**src/rtl/dmem_access_ctrl_if.sv**
```systemverilog
// Pipeline/memory bus bundle for the data-memory access controller.
// The slave modport is the controller's view; master is the surrounding pipeline plus memory.
interface dmem_access_ctrl_if;
    logic        MemRead_i;
    logic        MemWrite_i;
    logic [31:0] addr_i;
    logic [31:0] wdata_i;
    logic        stall_o;
    logic [31:0] rdata_o;
    logic        mem_req_o;
    logic        mem_we_o;
    logic [31:0] mem_addr_o;
    logic [31:0] mem_wdata_o;
    logic        mem_ack_i;
    logic [31:0] mem_rdata_i;

    modport slave (
        input  MemRead_i, MemWrite_i, addr_i, wdata_i, mem_ack_i, mem_rdata_i,
        output stall_o, rdata_o, mem_req_o, mem_we_o, mem_addr_o, mem_wdata_o
    );

    modport master (
        output MemRead_i, MemWrite_i, addr_i, wdata_i, mem_ack_i, mem_rdata_i,
        input  stall_o, rdata_o, mem_req_o, mem_we_o, mem_addr_o, mem_wdata_o
    );
endinterface

```
**src/rtl/dmem_access_ctrl.sv**
```systemverilog
// Stalling data-memory access controller: one outstanding load/store, IDLE -> BUSY -> DONE.
// Optional watchdog (8-bit, sticky err_o) is enabled by defining DMEM_TIMEOUT_EN.
module dmem_access_ctrl (
    input  logic              clk_i,
    input  logic              rst_i,
    dmem_access_ctrl_if.slave bus,
    output logic              err_o
);
    localparam logic [1:0] S_IDLE = 2'b00;
    localparam logic [1:0] S_BUSY = 2'b01;
    localparam logic [1:0] S_DONE = 2'b10;

    logic [1:0]  r_state;
    logic [1:0]  w_state_next;
    logic [31:0] r_addr;
    logic [31:0] r_wdata;
    logic [31:0] r_rdata;
    logic        r_we;
    logic        w_access;
    logic        w_accept;
    logic        w_ack;
    logic        w_timeout;

    assign w_access = bus.MemRead_i | bus.MemWrite_i;
    assign w_accept = (r_state == S_IDLE) & w_access;
    assign w_ack    = (r_state == S_BUSY) & bus.mem_ack_i;

`ifdef DMEM_TIMEOUT_EN
    logic [7:0] r_cnt;
    logic       r_err;

    // Cleared when an access is accepted, so it reads 0 in the first BUSY cycle.
    always_ff @(posedge clk_i or negedge rst_i) begin
        if (!rst_i) begin
            r_cnt <= 8'd0;
        end else if (w_accept) begin
            r_cnt <= 8'd0;
        end else if ((r_state == S_BUSY) && !bus.mem_ack_i) begin
            r_cnt <= r_cnt + 8'd1;
        end
    end

    // Fires in the 255th unacknowledged BUSY cycle, as the count steps to 255.
    assign w_timeout = (r_state == S_BUSY) & ~bus.mem_ack_i & (r_cnt == 8'd254);

    always_ff @(posedge clk_i or negedge rst_i) begin
        if (!rst_i) begin
            r_err <= 1'b0;
        end else if (w_timeout) begin
            r_err <= 1'b1;
        end
    end

    assign err_o = r_err;
`else
    assign w_timeout = 1'b0;
    assign err_o     = 1'b0;
`endif

    always_ff @(posedge clk_i or negedge rst_i) begin
        if (!rst_i) begin
            r_state <= S_IDLE;
        end else begin
            r_state <= w_state_next;
        end
    end

    always_comb begin
        w_state_next = S_IDLE;
        case (r_state)
            S_IDLE:  w_state_next = w_access ? S_BUSY : S_IDLE;
            S_BUSY:  w_state_next = (bus.mem_ack_i | w_timeout) ? S_DONE : S_BUSY;
            S_DONE:  w_state_next = S_IDLE;
            default: w_state_next = S_IDLE;
        endcase
    end

    // MemWrite_i wins when both requests are raised together.
    always_ff @(posedge clk_i or negedge rst_i) begin
        if (!rst_i) begin
            r_addr  <= 32'd0;
            r_wdata <= 32'd0;
            r_we    <= 1'b0;
        end else if (w_accept) begin
            r_addr  <= bus.addr_i;
            r_wdata <= bus.wdata_i;
            r_we    <= bus.MemWrite_i;
        end
    end

    always_ff @(posedge clk_i or negedge rst_i) begin
        if (!rst_i) begin
            r_rdata <= 32'd0;
        end else if (w_ack && !r_we) begin
            r_rdata <= bus.mem_rdata_i;
        end else if (w_timeout && !r_we) begin
            r_rdata <= 32'd0;
        end
    end

    always_comb begin
        bus.stall_o     = w_accept | (r_state == S_BUSY);
        bus.mem_req_o   = (r_state == S_BUSY);
        bus.mem_we_o    = r_we;
        bus.mem_addr_o  = r_addr & 32'hFFFF_FFFC;
        bus.mem_wdata_o = r_wdata;
        bus.rdata_o     = r_rdata;
    end
endmodule

```
**src/flat_wrapper.sv**
```systemverilog
// flat-port wrapper written by rule: the top's interface ports become plain ports
module dmem_access_ctrl_flat 
  (clk_i, rst_i, err_o, bus_MemRead_i, bus_MemWrite_i, bus_addr_i, bus_wdata_i, bus_mem_ack_i, bus_mem_rdata_i, bus_stall_o, bus_rdata_o, bus_mem_req_o, bus_mem_we_o, bus_mem_addr_o, bus_mem_wdata_o);
  dmem_access_ctrl_if bus_i ();
  input  logic clk_i;
  input  logic rst_i;
  output logic err_o;
  input wire logic [$bits(bus_i.MemRead_i)-1:0] bus_MemRead_i;
  input wire logic [$bits(bus_i.MemWrite_i)-1:0] bus_MemWrite_i;
  input wire logic [$bits(bus_i.addr_i)-1:0] bus_addr_i;
  input wire logic [$bits(bus_i.wdata_i)-1:0] bus_wdata_i;
  input wire logic [$bits(bus_i.mem_ack_i)-1:0] bus_mem_ack_i;
  input wire logic [$bits(bus_i.mem_rdata_i)-1:0] bus_mem_rdata_i;
  output wire logic [$bits(bus_i.stall_o)-1:0] bus_stall_o;
  output wire logic [$bits(bus_i.rdata_o)-1:0] bus_rdata_o;
  output wire logic [$bits(bus_i.mem_req_o)-1:0] bus_mem_req_o;
  output wire logic [$bits(bus_i.mem_we_o)-1:0] bus_mem_we_o;
  output wire logic [$bits(bus_i.mem_addr_o)-1:0] bus_mem_addr_o;
  output wire logic [$bits(bus_i.mem_wdata_o)-1:0] bus_mem_wdata_o;
  assign bus_i.MemRead_i = bus_MemRead_i;
  assign bus_i.MemWrite_i = bus_MemWrite_i;
  assign bus_i.addr_i = bus_addr_i;
  assign bus_i.wdata_i = bus_wdata_i;
  assign bus_i.mem_ack_i = bus_mem_ack_i;
  assign bus_i.mem_rdata_i = bus_mem_rdata_i;
  assign bus_stall_o = bus_i.stall_o;
  assign bus_rdata_o = bus_i.rdata_o;
  assign bus_mem_req_o = bus_i.mem_req_o;
  assign bus_mem_we_o = bus_i.mem_we_o;
  assign bus_mem_addr_o = bus_i.mem_addr_o;
  assign bus_mem_wdata_o = bus_i.mem_wdata_o;
  dmem_access_ctrl u_core (.clk_i(clk_i), .rst_i(rst_i), .bus(bus_i), .err_o(err_o));
endmodule
```
**config.mk**
```make
export PLATFORM = sky130hd
export DESIGN_NAME = dmem_access_ctrl_flat
export DESIGN_NICKNAME = d
export VERILOG_FILES = /design/src/rtl/dmem_access_ctrl_if.sv /design/src/rtl/dmem_access_ctrl.sv /design/src/flat_wrapper.sv
export SDC_FILE = /design/constraint.sdc
export NUM_CORES = 1
export LEC_CHECK = 0
export CORE_ASPECT_RATIO = 0.8
export CORE_UTILIZATION = 42
export CTS_BUF_LIST = sky130_fd_sc_hd__clkbuf_16
export DETAILED_ROUTE_END_ITERATION = 10
export PLACE_DENSITY = 0.83
export RECOVER_POWER = 100
export SKIP_CTS_REPAIR_TIMING = 1
export SYNTH_ARGS = -nofsm -noshare
export SYNTH_HDL_FRONTEND = slang
export SYNTH_SLANG_ARGS = --single-unit
```
**constraint.sdc**
```tcl
create_clock -name clk_i -period 4.15 [get_ports clk_i]
set_input_delay 0.83 -clock clk_i [delete_from_list [all_inputs] [get_ports clk_i]]
set_output_delay 0.83 -clock clk_i [all_outputs]
set_load 0.02 [all_outputs]
```
# Word level (Yosys, flattened, before mapping)
# Index checks and enable logic that the tools add are counted.
# op_classes
n_eq_ne	1
muxes	3
reduce_logical	3
bitwise_logic	4
# op_table
op	count
2-bit case mux with 2 select lines	1
1-bit AND	2
2-bit by 1-bit == test with 1-bit output (second input constant)	1
2-bit zero test	1
2-bit 2-to-1 mux	1
1-bit bitwise OR	2
1-bit logical AND	1
1-bit zero test	1
1-bit 2-to-1 mux	1
# totals
inputBits	101
wordCells	16
out_inout_bits	100
reg_bits	99

# Depth between registers and ports, before layout
# Gate-level depths: netlist (run 1).
# logic_depth
depth_word	3
mapped_depth	5

# Worst setup path after synthesis (run 1)
# Ideal clock, no wire load.
# synth_timing
path_type	input to output
start	input bus_MemWrite_i
end	output bus_stall_o
path_slack_ps	2148
arrival_time_ps	1172
path_stages	2
path_cell_list	nor3_1 -> nor2_1
# synth_between
elab_chain_len	3
# synth_lines
element	line_no	rtl
start, declared	flat_wrapper.sv:9	input wire logic [$bits(bus_i.MemWrite_i)-1:0] bus_MemWrite_i;
1-bit bitwise OR	dmem_access_ctrl.sv:24	assign w_access = bus.MemRead_i | bus.MemWrite_i;
1-bit AND	dmem_access_ctrl.sv:25	assign w_accept = (r_state == S_IDLE) & w_access;
1-bit bitwise OR	dmem_access_ctrl.sv:102	bus.stall_o = w_accept | (r_state == S_BUSY);
end, declared	flat_wrapper.sv:14	output wire logic [$bits(bus_i.stall_o)-1:0] bus_stall_o;
# No other way between the ends.

# Worst setup path in the final report (run 1)
# layout_timing
start	input bus_MemRead_i
end	register u_core.r_addr[31]
# layout_between
elab_chain_len	2
# layout_lines
element	line_no	rtl
start, declared	flat_wrapper.sv:8	input wire logic [$bits(bus_i.MemRead_i)-1:0] bus_MemRead_i;
1-bit bitwise OR	dmem_access_ctrl.sv:24	
1-bit AND	dmem_access_ctrl.sv:25	
end signal, assigned	dmem_access_ctrl.sv:85	r_addr <= bus.addr_i;
end, declared	dmem_access_ctrl.sv:15	logic [31:0] r_addr;
# No other way between the ends.
# A chain may end at the register's enable or synchronous reset.

==> implementation parameters, run 1 <==
Parameter                              Value

Placed design
  Number of cells after detailed placement    slightly above 500
  Instance area at placement    5810 µm²
  Number of port buffers    195
  Global placement routability congestion    ~0.7
  Half-perimeter wire length after detailed placement    just under 7000 µm

Clock network
  CTS tree    yes
  Clock Latency Late Sink    around 330 ps
  # H-tree levels    3
  Master cell of the clock root buffer    clkbuf_16
  Number of sinks on the clock net    just under 100
  Clock buffer count from CTS    9
  Clk pin slew, worst setup/hold paths    60 ps
  Maximum buffer depth of the clock tree    2

STA
  Setup repair after global routing missed its margin    no
  Setup violation total in the final timing report    0
  Final Hold Vio Count    0
  Worst-Margin Slew    ~2100 ps
  Share of the clock period used by the worst path after layout    about four fifths
  Final-layout setup total negative slack    0 ps
  Minimum clock period after layout    approximately 3300 ps
  Fmax    a little over 300 MHz
  Final Skew    6.57 ps
  Fin. max-slew vios    87
  Worst slew margin relative to its limit    -40.2%

Run status
  Status    complete, but fails checks
  Violations in the final reports    max-capacitance violations, max-slew violations

Die
  Site Rows    30
  Overall die area    9480 µm²
  Die boundary width    109 µm
  Die height    around 87 µm
  I/O pin count    around 200
  Standard cell core area    roughly 8600 µm²
  Initial standard-cell utilization of the core    44.2%

Layout
  Most common cell after layout, fill and taps aside    dlygate4sd3_1
  Share of cells above drive strength 1    ~20%
  Post-route standard cell area excluding fillers    5990 µm²
  Area growth, synth to finish    56.9%
  # diodes    0
  Non-filler instance count after layout    between 500 and 600
  Number of fill cells    640
  NumNets Final    514
  Most frequent cells in the layout    dlygate4sd3_1, dfrtp_1, clkdlybuf4s50_1

Flow run
  Maxcap violations    1

Critical path
  Length in cells of the worst reg-to-reg path    4
  CP Class    input port to flip-flop
  Data required time at the worst endpoint    around 4400 ps
  Slack of the worst reg-to-reg path    ~1300 ps
  Critical path startpoint category    input port
  Max Fanout on Critical Path    between 40 and 50
  Start of the worst register-to-register path    u_core.r_state[0]
  Worst r2r dst    u_core.r_addr[31]
  Arr. time, crit path    3480 ps
  Element type at the critical path end    flip-flop
  Start point of the critical path    bus_MemRead_i

Drt
  DRT antenna net count    0
  Drc violations    0
  First drt pass iteration count    3
  Routed WL    between 8000 and 9000 µm
  WL per Instance    ~17 µm
  Via density per instance    4.78
  Count of routing violations after the opening detailed-route iteration    59
  Via Count    approximately 2.5k

GRT
  Total congestion overflow    0
  Number of global-route vias before repair    between 2k and 3k
  Total routing usage reported by global routing    around a fifth
  Pin count of the biggest net entering global routing    a little under 90
  Antenna violations before repair    0
  First-pass GRT wire length    around 14000 µm

Synth
  Post-synthesis sequential area ratio    ~64%
  Netlist cell types    17
  Area of the mapped netlist    about 3800 µm²
  Synthesized netlist cell count    216
  Yosys Warn Count    0
  Synthesized area per cell    ~18 µm²
  Register bit count reported by yosys    97

Power and ir drop
  Switching power summed over all nets    ~1.6 mW
  Lkg Pwr    approximately 2.5 nW
  Clock power share    roughly a fifth
  Peak supply drop    0.000417 V
  Power per unit of standard cell area    ~780 nW/µm²
  Sequential fraction of design power    35.0%
  Internal power    approximately 3 mW
  Combinational share of power    45.7%
  Switching fraction of total power    between 30 and 40%

Hold path
  Hold Startpoint    u_core.bus.rdata_o[23]
  Worst hold path class    flip-flop to flip-flop
  Count of cells along the worst hold path    1
  Endpoint of the worst hold path    u_core.bus.rdata_o[23]
## cell type report
type	count	area, µm²	share of cell area, %
Clock buffer	9	225	3.76
Tap cell	112	140	2.34
Sequential cell	97	2430	40.5
Clock inverter	4	95.1	1.59
Multi-Input combinational cell	107	1140	19.1
Timing Repair Buffer	198	1960	32.7
## Yosys cell counts
cell	number	area share, %
dfrtp_1	97	64
mux2_2	64	19
mux2_4	30	12
buf_4	9	1.8
buf_12	3	1.6
nor2_1	2	0.20
a211oi_1	1	0.20
a22o_1	1	0.23
and2b_2	1	0.23
and3b_1	1	0.23
buf_2	1	0.13
buf_6	1	0.29
conb_1	1	0.098
nand2_1	1	0.098
nor2b_4	1	0.36
nor3_1	1	0.13
o21a_1	1	0.20
## logic make-up (layout without fill, tap and decap cells)
group | count (synthesis) | in the layout | share of synthesized area [%]
AO/OA/AOI/OAI | 3 | 3 | 0.623
other | 1 | 3 | 0.0982
buffers and inverters | 14 | 211 | 3.77
flip-flops | 97 | 97 | 63.6
AND/OR/NAND/NOR | 7 | 7 | 1.25
multiplexers | 94 | 94 | 30.7
## registers in the layout, summed over array words and instances, names as in the netlist
name                    count
u_core.r_addr              30
u_core.bus.mem_wdata_o     32
u_core.bus.rdata_o         32
u_core.bus.mem_we_o         1
u_core.r_state              2
## per-stage QoR
| stage | setup slack (ps) | util, % | hold WS (ps) | power, mW |
|---|---|---|---|---|
| 2_1_floorplan | 2150 | - | 457 | 2.96 |
| 3_3_place_gp | 1160 | 67.3 | 477 | 4.09 |
| 3_5_place_dp | 1140 | 67.3 | 488 | 4.16 |
| 4_1_cts | 1140 | 71.0 | 500 | 5.09 |
| 5_1_grt | 693 | 69.4 | 497 | 4.93 |
| 6_report | 874 | 69.4 | 478 | 4.68 |
## layer usage
metal	vias up	wire (µm)	GRT usage (%)
met5	-	0	0
met4	0	98	5.28
met3	10	1290	11.3
met2	135	4350	32.2
met1	1223	3260	21.1
li1	1153	-	-
## critical path, cell delays in order
cell and delay [ps]:
dlygate4sd3_1 590, o21a_1 710, clkbuf_2 910, mux2_2 420
## worst max path at each step
stage | endpoint | depth (start not counted) | slack, ps
finish | u_core.r_addr[31] | 4 | 870
global route | u_core.bus.mem_wdata_o[23] | 4 | 690
detailed placement | bus_stall_o | 4 | 1140
floorplan | bus_stall_o | 2 | 2150
CTS | bus_stall_o | 4 | 1140
global placement | bus_stall_o | 4 | 1160
## power groups by stage
stage	registers [mW]	clock network, mW	logic [mW]
after floorplan	2.25	0	0.715
after global routing	1.70	0.968	2.27
final	1.64	0.902	2.14
after detailed placement	1.69	0	2.47
after CTS	1.68	0.926	2.49
after global placement	1.65	0	2.44
Note: power is estimated with default switching activity, not from simulation.
==> run 2, diff against run 1 <==
--- a/config.mk
+++ b/config.mk
@@ -6,10 +6,10 @@
 export NUM_CORES = 1
 export LEC_CHECK = 0
 export CORE_ASPECT_RATIO = 0.8
-export CORE_UTILIZATION = 42
+export CORE_UTILIZATION = 36
 export CTS_BUF_LIST = sky130_fd_sc_hd__clkbuf_16
 export DETAILED_ROUTE_END_ITERATION = 10
-export PLACE_DENSITY = 0.83
+export PLACE_DENSITY = 0.75
 export RECOVER_POWER = 100
 export SKIP_CTS_REPAIR_TIMING = 1
 export SYNTH_ARGS = -nofsm -noshare
==> constraint.sdc (replaced) <==
create_clock -name clk_i -period 2.84 [get_ports clk_i]
set_input_delay 0.568 -clock clk_i [delete_from_list [all_inputs] [get_ports clk_i]]
set_output_delay 0.568 -clock clk_i [all_outputs]
set_load 0.02 [all_outputs]
==> implementation parameters, run 2 (synthesis results as in run 1) <==
Parameter                              Value

Power and ir drop
  Switching fraction of total power    34.6%
  Combinational share of power    about 46%
  Switching power summed over all nets    2.34 mW
  Internal power    ~4.4 mW
  Sequential fraction of design power    a little over a third
  Peak supply drop    0.000464 V
  Power consumption    6.75 mW
  Clock power share    between 10% and 20%
  Lkg Pwr    approximately 2.5 nW
  Power per unit of standard cell area    roughly 1100 nW/µm²

GRT
  Met3 Resource Use GR    about 6.3%
  First-pass GRT wire length    13000 µm
  GRT Max-Usage Layer    met2
  Antenna violations before repair    0
  Total congestion overflow    0
  GR Layer Usage met2    around a quarter
  Number of global-route vias before repair    around 2.6k
  Pin count of the biggest net entering global routing    63
  Total routing usage reported by global routing    15.7%
  Met1 track utilization from global routing    19.1%

Drt
  First drt pass iteration count    4
  Via Count    2491
  Drc violations    0
  Via density per instance    roughly 4.5
  Count of routing violations after the opening detailed-route iteration    53
  Routed WL    ~8400 µm
  WL per Instance    approximately 15 µm
  DRT antenna net count    0

STA
  Fin. max-slew vios    0
  Minimum clock period after layout    roughly 2500 ps
  Final-layout setup total negative slack    0 ps
  Worst slew margin relative to its limit    18.5%
  Final Hold Vio Count    0
  Final Skew    roughly 6 ps
  Setup repair after global routing missed its margin    no
  Setup ws final    around 320 ps
  Setup violation total in the final timing report    0
  Worst-Margin Slew    approximately 1200 ps
  Fmax    slightly below 400 MHz
  Share of the clock period used by the worst path after layout    about 90%

Die
  Site Rows    33
  Standard cell core area    10300 µm²
  Initial standard-cell utilization of the core    37.1%
  Die height    around 94 µm
  Die boundary width    around 120 µm
  I/O pin count    roughly 200
  Overall die area    11000 µm²

Layout
  Area growth, synth to finish    58.5%
  Non-filler instance count after layout    559
  # diodes    0
  Share of cells above drive strength 1    a little over a fifth
  Most common cell after layout, fill and taps aside    dlygate4sd3_1
  Most frequent cells in the layout    dlygate4sd3_1, dfrtp_1, clkdlybuf4s50_1
  NumNets Final    516

Critical path
  Arr. time, crit path    between 1500 and 2000 ps
  Critical path startpoint category    input port
  CP Class    input port to primary output
  Slack of the worst reg-to-reg path    between 700 and 800 ps
  Element type at the critical path end    primary output
  Data required time at the worst endpoint    ~2300 ps
  Max Fanout on Critical Path    3

Clock network
  Clk pin slew, worst setup/hold paths    70 ps
  Number of sinks on the clock net    97
  Master cell of the clock root buffer    clkbuf_16
  # H-tree levels    3
  Maximum buffer depth of the clock tree    2
  Clock Latency Late Sink    between 300 and 400 ps
  CTS tree    yes
  Clock buffer count from CTS    9

Placed design
  Half-perimeter wire length after detailed placement    ~6300 µm
  Number of cells after detailed placement    between 500 and 600
  Global placement routability congestion    0.694
  Number of port buffers    195
  Setup slack at placement    approximately 400 ps

Flow run
  Maxcap violations    0

Run status
  Status    finished, final reports clean

Hold path
  Worst hold path class    input port to asynchronous set/reset pin
## run 2: cell count changes in the layout (fill, tap and decap cells not counted)
cell and change:
mux2_1 -3, mux2_4 +3, clkbuf_1 +2, clkbuf_2 -2
clkinvlp_4 +2, buf_12 +1, bufinv_16 -1, clkbuf_4 +1
clkdlybuf4s50_1 +1, clkinv_1 +1, dlygate4sd3_1 -1, o21a_1 -1
o21a_2 +1
## run 2: layout make-up
type	instances	area, µm²
Fill cell	846	4230
Sequential cell	97	2430
Timing Repair Buffer	200	1990
Multi-Input combinational cell	107	1150
Clock buffer	9	225
Tap cell	140	175
Clock inverter	6	83.8
## run 2: layer usage
| layer | wire [µm] | vias to the layer above | part of all wire (%) |
|---|---|---|---|
| li1 | - | 1157 | - |
| met4 | 138 | 0 | 1.7 |
| met5 | 0 | - | 0 |
| met2 | 4150 | 104 | 50 |
| met3 | 702 | 12 | 8.4 |
| met1 | 3370 | 1218 | 40 |
## run 2: worst max-delay path: stages
cell and delay (ps):
dlygate4sd3_1 580, nor3_1 210, nor2_1 70, clkdlybuf4s50_1 540
## run 2: worst paths after layout
check	startpoint	to	depth (start not counted)
max	bus_MemRead_i	bus_stall_o	4
min	rst_i	u_core.bus.mem_wdata_o[2]	1
max reg2reg	u_core.r_state[1]	u_core.bus.rdata_o[31]	4
min reg2reg	u_core.bus.rdata_o[15]	u_core.bus.rdata_o[15]	1
max in group asynchronous	rst_i	u_core.r_addr[8]	2
min in group clk_i	u_core.bus.rdata_o[15]	u_core.bus.rdata_o[15]	1
## run 2: power groups by stage
stage / clock (mW) / sequential [mW] / combinational [mW]
6_report: 1.25 / 2.38 / 3.13
5_1_grt: 1.34 / 2.48 / 3.33
4_1_cts: 1.29 / 2.44 / 3.61
3_5_place_dp: 0 / 2.46 / 3.60
3_3_place_gp: 0 / 2.42 / 3.56
2_1_floorplan: 0 / 3.28 / 1.04
## run 2: metrics by stage
stage          hold slack, ps  utilization (%)  cell area (µm²)
3_3_place_gp              474             57.1             5870
3_5_place_dp              481             57.1             5870
4_1_cts                   120             60.1             6180
5_1_grt                   495             58.9             6050
2_1_floorplan             272                -             3820
6_report                  474             58.9             6050
